$ cat src/rtl/audio_frame_scheduler.sv
// audio_frame_scheduler
//
// Shares the codec stereo playback path between two stereo frame requesters
// (src0 = sound effects, src1 = music/tone). Accepted frames are queued in a
// small frame FIFO. The head frame is offered to the codec's separate left
// and right Avalon-ST sinks. It is popped only once both channels have taken
// it.
//
// Optional feature: define AUDIO_FRAME_SCHEDULER_MIX_EN to mix simultaneous
// requests. Both frames are then consumed together and stored as one
// per-channel saturating sum. When the macro is undefined, the block
// arbitrates round robin only and no adders are built.
//
// Ports:
//   clk_clk              system clock, rising edge
//   reset_reset_n        synchronous active-low reset
//   enable               1 = run, 0 = stall both sides (state kept)
//   flush                one-cycle pulse that empties the FIFO
//   src0_* / src1_*      requester frame (left/right), valid, ready
//   left_* / right_*     codec channel sinks (data, valid, ready)
//   fifo_level           frames currently stored, 0..FIFO_DEPTH
//   underrun_count       saturating count of starved cycles
module audio_frame_scheduler #(
    parameter int DATA_W     = 16,
    parameter int FIFO_DEPTH = 4,
    parameter int ADDR_W     = 2
) (
    input  logic                     clk_clk,
    input  logic                     reset_reset_n,
    input  logic                     enable,
    input  logic                     flush,
    input  logic signed [DATA_W-1:0] src0_left,
    input  logic signed [DATA_W-1:0] src0_right,
    input  logic                     src0_valid,
    output logic                     src0_ready,
    input  logic signed [DATA_W-1:0] src1_left,
    input  logic signed [DATA_W-1:0] src1_right,
    input  logic                     src1_valid,
    output logic                     src1_ready,
    output logic signed [DATA_W-1:0] left_data,
    output logic                     left_valid,
    input  logic                     left_ready,
    output logic signed [DATA_W-1:0] right_data,
    output logic                     right_valid,
    input  logic                     right_ready,
    output logic [ADDR_W:0]          fifo_level,
    output logic [7:0]               underrun_count
);

    logic [2*DATA_W-1:0]     mem [FIFO_DEPTH];
    logic [ADDR_W-1:0]       wr_ptr;
    logic [ADDR_W-1:0]       rd_ptr;
    logic [ADDR_W:0]         level;
    logic [ADDR_W:0]         level_nxt;
    logic                    left_done;
    logic                    right_done;
    logic                    last_grant;   // index of the source that won last
    logic                    run;
    logic                    full;
    logic                    accept_ok;
    logic                    grant0;
    logic                    grant1;
    logic                    push;
    logic                    pop;
    logic                    left_hs;
    logic                    right_hs;
    logic signed [DATA_W-1:0] wr_left;
    logic signed [DATA_W-1:0] wr_right;
    logic [2*DATA_W-1:0]     head;

`ifdef AUDIO_FRAME_SCHEDULER_MIX_EN
    function automatic logic signed [DATA_W-1:0] sat_add(
        input logic signed [DATA_W-1:0] a,
        input logic signed [DATA_W-1:0] b
    );
        logic signed [DATA_W:0] sum;
        sum = {a[DATA_W-1], a} + {b[DATA_W-1], b};
        // The top two bits disagree only when the true sum left the DATA_W range.
        if (sum[DATA_W] != sum[DATA_W-1])
            sat_add = sum[DATA_W] ? {1'b1, {(DATA_W-1){1'b0}}}
                                  : {1'b0, {(DATA_W-1){1'b1}}};
        else
            sat_add = sum[DATA_W-1:0];
    endfunction
`endif

    // Input arbitration and write-data selection
    always_comb begin
        run       = reset_reset_n & enable;
        full      = (level == (ADDR_W+1)'(FIFO_DEPTH));
        accept_ok = run & ~flush & ~full;
`ifdef AUDIO_FRAME_SCHEDULER_MIX_EN
        // Simultaneous requests are both taken and mixed into one entry.
        grant0 = src0_valid;
        grant1 = src1_valid;
`else
        // Round robin: on a contest, the source that did not win last time wins.
        grant0 = src0_valid & (~src1_valid | last_grant);
        grant1 = src1_valid & (~src0_valid | ~last_grant);
`endif
        src0_ready = accept_ok & grant0;
        src1_ready = accept_ok & grant1;
        push       = src0_ready | src1_ready;

        wr_left  = src1_left;
        wr_right = src1_right;
`ifdef AUDIO_FRAME_SCHEDULER_MIX_EN
        if (src0_ready & src1_ready) begin
            wr_left  = sat_add(src0_left, src1_left);
            wr_right = sat_add(src0_right, src1_right);
        end else if (src0_ready) begin
            wr_left  = src0_left;
            wr_right = src0_right;
        end
`else
        if (src0_ready) begin
            wr_left  = src0_left;
            wr_right = src0_right;
        end
`endif
    end

    // Output side: per-channel presentation of the head frame
    always_comb begin
        head        = mem[rd_ptr];
        left_valid  = run & (level != '0) & ~left_done;
        right_valid = run & (level != '0) & ~right_done;
        left_data   = left_valid  ? $signed(head[2*DATA_W-1:DATA_W]) : '0;
        right_data  = right_valid ? $signed(head[DATA_W-1:0])        : '0;
        left_hs     = left_valid  & left_ready;
        right_hs    = right_valid & right_ready;
        // Pop once each channel has either finished earlier or finishes now.
        pop         = (left_hs | right_hs) & (left_done | left_hs) & (right_done | right_hs);

        case ({push, pop})
            2'b10:   level_nxt = level + (ADDR_W+1)'(1);
            2'b01:   level_nxt = level - (ADDR_W+1)'(1);
            default: level_nxt = level;
        endcase
    end

    // Control state
    always_ff @(posedge clk_clk) begin
        if (!reset_reset_n) begin
            wr_ptr         <= '0;
            rd_ptr         <= '0;
            level          <= '0;
            left_done      <= 1'b0;
            right_done     <= 1'b0;
            last_grant     <= 1'b1;
            underrun_count <= 8'd0;
        end else if (enable) begin
            if (flush) begin
                wr_ptr     <= '0;
                rd_ptr     <= '0;
                level      <= '0;
                left_done  <= 1'b0;
                right_done <= 1'b0;
            end else begin
                if (push)
                    wr_ptr <= wr_ptr + ADDR_W'(1);
                if (pop)
                    rd_ptr <= rd_ptr + ADDR_W'(1);
                level <= level_nxt;

                if (pop) begin
                    left_done  <= 1'b0;
                    right_done <= 1'b0;
                end else begin
                    if (left_hs)
                        left_done <= 1'b1;
                    if (right_hs)
                        right_done <= 1'b1;
                end

                // A mixed accept (both readys) leaves the round-robin state alone.
                if (src0_ready & ~src1_ready)
                    last_grant <= 1'b0;
                else if (src1_ready & ~src0_ready)
                    last_grant <= 1'b1;

                if ((level == '0) && (left_ready | right_ready) && (underrun_count != 8'hFF))
                    underrun_count <= underrun_count + 8'd1;
            end
        end
    end

    // Frame storage (data only, no reset)
    always_ff @(posedge clk_clk) begin
        if (push)
            mem[wr_ptr] <= {wr_left, wr_right};
    end

    assign fifo_level = level;

endmodule
$ cat config.mk
export PLATFORM = sky130hd
export DESIGN_NAME = audio_frame_scheduler
export DESIGN_NICKNAME = d
export VERILOG_FILES = /design/src/rtl/audio_frame_scheduler.sv
export SDC_FILE = /design/constraint.sdc
export NUM_CORES = 1
export LEC_CHECK = 0
export BUFFER_PORTS_ARGS = -buffer_cell sky130_fd_sc_hd__buf_4
export CORE_ASPECT_RATIO = 0.8
export CORE_MARGIN = 2
export CORE_UTILIZATION = 35
export DETAILED_ROUTE_END_ITERATION = 12
export MAX_ROUTING_LAYER = met4
export SLEW_MARGIN = 20
export SYNTH_ARGS = -nofsm -noshare
export SYNTH_HDL_FRONTEND = slang
export SYNTH_SLANG_ARGS = --single-unit
$ cat constraint.sdc
create_clock -name clk_clk -period 3.3 [get_ports clk_clk]
set_input_delay 0 -clock clk_clk [delete_from_list [all_inputs] [get_ports clk_clk]]
set_output_delay 0 -clock clk_clk [all_outputs]
set_load 0.03 [all_outputs]
==> impl_metrics.py <==
metrics = {
    "status": {
        "status": "finished clean",
    },
    "logic_synthesis": {
        "synth_seq_cells": 148,
        "async_reset_ff_frac": 0,
        "synthFlopType": "edfxtp_1",
        "synth-edff-count": 128,
        "syn_nets": 457,
        "synth_warnings": 0,
        "seq_area_frac_synth": 0.6634,
        "synth_top_cell_area_share": 0.6008,
        "ys_types": 48,
        "syn_avg_cell_area_um2": 16.97,
        "syn-instance-count": 377,
        "syn-cell-area_mm2": 0.006397,
        "synth_largest_area_cell": "edfxtp_1",
        "ys_top_cells_by_area": "edfxtp_1 (60%), mux4_2 (11%), dfxtp_1 (6.3%), mux2_2 (5.6%), nor2b_1 (3.8%)",
    },
    "global_routing": {
        "grt_pass1_wl_um": 21360,
        "grt_pass1_vias": 4126,
        "grt_max_degree": 34,
        "track_usage": 0.1489,
        "overflow": 0,
        "antenna_found_initial": 0,
    },
    "routing": {
        "vias_per_cell": 4.801,
        "final_antenna_net_count": 0,
        "drt-pass1-iter-count": 6,
        "drc": 0,
        "via_count": 3918,
        "drt-total-wl_um": 13390,
        "wl_per_cell_um": 16.41,
        "drt-initial-drc-count": 124,
    },
    "sta": {
        "clock_skew_ps": 5.706,
        "slew_violations": 0,
        "rsz0062_at_grt": "no",
        "setup_violations": 0,
        "fin_ws_ps": 655.6,
        "fin_tns_setup_ps": 0,
        "fin_crit_ps": 2644,
        "clock.fmax_mhz": 378.2,
        "period_share": 0.8013,
        "slew_headroom": 0.4121,
        "hold_viol_final": 0,
        "worst_pin_slew_ps": 881.9,
    },
    "critical_path": {
        "ff2ff_path_depth": 12,
        "cp_data_required_time_ps": 3630,
        "crit_path_end_kind": "register",
        "worstSetupPathType": "register to register",
        "crit_arrival_ps": 2970,
        "r2r-end": "fifo_level[2]",
        "critPathMaxFanout": 10,
        "start_kind": "register",
        "timing.rr.start": "fifo_level[0]",
        "r2r_slack_ps": 660,
    },
    "hold_path": {
        "holdCritStartpoint": "flush",
        "worstHoldPathType": "input port to register",
        "hold_end": "fifo_level[0]",
        "holdPathStages": 3,
    },
    "place": {
        "dp.cells": 714,
        "gp_congestion": 0.7892,
        "dp_slack_ps": 693.6,
        "dp_hpwl_um": 8362,
        "portBuffers": 118,
    },
    "clock_network": {
        "cts_buffer_depth": 2,
        "clk_latency_ps": 410,
        "clk_pin_slew_ps": 50,
        "numCtsBuffers": 17,
        "cts_tree": "yes",
        "clkSinkCount": 148,
        "cts_root_buffer": "clkbuf_16",
        "htreeDepth": 4,
        "post_cts_resized": 0,
    },
    "finish": {
        "postLayoutCoreUtil": 0.4930,
        "drive_gt1_frac": 0.3942,
        "final_cells": 816,
        "nNetsFinal": 655,
        "diodes": 0,
        "area_delta_synth_final_pct": 38.72,
    },
    "power": {
        "power.leakage_nw": 3.195,
        "switchingPower_mw": 0.7944,
        "cellPowerDensity_mw_per_mm2": 462.5,
        "combPwrFrac": 0.066,
        "p_seq_frac": 0.502,
        "internal_power_mw": 3.310,
        "p_sw_frac": 0.1935,
        "clkPwrFrac": 0.432,
        "ir_drop_mv": 0.3477,
    },
    "floorplanning": {
        "num_rows": 44,
        "core-area_mm2": 0.01800,
        "ios": 119,
        "dieArea_mm2": 0.01938,
        "die_height_um": 124.9,
        "initial_utilization": 0.3554,
        "die_x_um": 155.2,
    },
    "run": {
        "max_cap_viol_count": 0,
    },
}
timing repair:
action,in CTS,in global routing
buffers inserted,0,0
hold buffers,72,0
endpoints found under the hold margin,143,0
metal layers:
metal | track usage | wire length [µm]
met1 | 0.1884 | 6133
met2 | 0.2353 | 6482
met3 | 0.04175 | 587
met4 | 0.04303 | 187
met5 | - | 0
logic make-up after synthesis:
kind of cell	after synthesis	synth area share
flops	148	0.6634
simple gates	87	0.07921
mux	65	0.1705
compound gates	31	0.03657
buf+inv	29	0.02230
xor+xnor	9	0.01232
fa+ha+maj	8	0.01565
registers in the layout, summed over array words and instances (netlist names), named ones only:
signal          flops
wr_ptr              2
fifo_level          3
last_grant          1
left_done           1
right_done          1
mem               128
underrun_count      8
rd_ptr              2
power by group through the flow:
stage / logic, mW / registers [mW] / clock network, mW
2_1_floorplan: 0.0952 / 2.10 / 0
3_3_place_gp: 0.195 / 2.10 / 0
3_5_place_dp: 0.201 / 2.10 / 0
4_1_cts: 0.270 / 2.06 / 1.81
5_1_grt: 0.292 / 2.06 / 1.89
6_report: 0.270 / 2.06 / 1.77
cell type report:
type                    count  area [µm²]
clock inverters            12       116.4
inverters                  10       37.54
flip-flops and latches    148        4247
multi-input cells         200        2041
fillers                  1497        9128
clock buffers              18       429.2
well taps                 230       287.8
repair buffers            198        1717
metrics by stage:
step           cell area (µm²)  total power, mW  hold slack [ps]
4_1_cts                   8875            4.141            2.698
6_report                  8875            4.104            20.03
3_5_place_dp              7609            2.300            292.2
3_3_place_gp              7609            2.292            278.4
5_1_grt                   8875            4.245            29.01
2_1_floorplan             6397            2.196            164.0
synthesized netlist by cell type (all sizes together), types with 2 or more instances:
master,n
or3,3
dfxtp,20
a31oi,2
nand2,9
o311ai,2
buf,10
a21oi,3
nand2b,2
a21boi,2
nor2b,39
or2,4
mux2,32
clkbuf,9
edfxtp,128
and2,5
o211ai,2
xnor2,5
nor2,6
ha,8
a211oi,3
xor2,4
nand3,7
mux4,32
inv,10
nor3,6
o21ai,7
worst max path at each step:
stage          cells past startpoint  slack [ps]          start       endpoint
2_1_floorplan                      7        -300  fifo_level[0]      mem[0][0]
3_3_place_gp                      11         810  fifo_level[0]  fifo_level[2]
3_5_place_dp                      11         690  fifo_level[0]  fifo_level[2]
4_1_cts                           11         680  fifo_level[0]  fifo_level[2]
5_1_grt                           12         400  fifo_level[0]  fifo_level[2]
6_report                          12         660  fifo_level[0]  fifo_level[2]
worst max-delay path: stages, from the launching register on:
cell and delay (ps):
dfxtp_1 510, nor2_1 100, a211oi_2 290, nand3_1 170, ha_1 250, nand2_1 70
xnor2_1 70, ha_1 220, nand4bb_1 200, a2bb2oi_1 140, o32ai_1 330, nand3_1 120
o221ai_1 80
layout by cell type, fill, tap and decap left out, types with 3 or more instances in the layout:
| cell type | netlist | final |
|---|---|---|
| mux2_2 | 32 | 32 |
| nor2b_1 | 39 | 35 |
| ha_1 | 8 | 8 |
| xnor2_1 | 5 | 5 |
| nor2_1 | 6 | 6 |
| nand2_1 | 9 | 9 |
| buf_12 | 0 | 4 |
| or3_1 | 3 | 3 |
| inv_1 | 10 | 10 |
| a21oi_1 | 3 | 3 |
| or2_2 | 4 | 4 |
| nor2b_4 | 0 | 4 |
| mux4_2 | 32 | 32 |
| nor3_1 | 6 | 6 |
| clkinvlp_4 | 0 | 3 |
| edfxtp_1 | 128 | 128 |
| o21ai_0 | 7 | 7 |
| dlygate4sd3_1 | 0 | 72 |
| clkinv_1 | 0 | 4 |
| and2_1 | 5 | 5 |
| buf_4 | 1 | 122 |
| nand3_1 | 6 | 6 |
| clkbuf_16 | 0 | 17 |
| xor2_1 | 4 | 4 |
| dfxtp_1 | 20 | 18 |
Note: power is estimated with default switching activity, not from simulation.
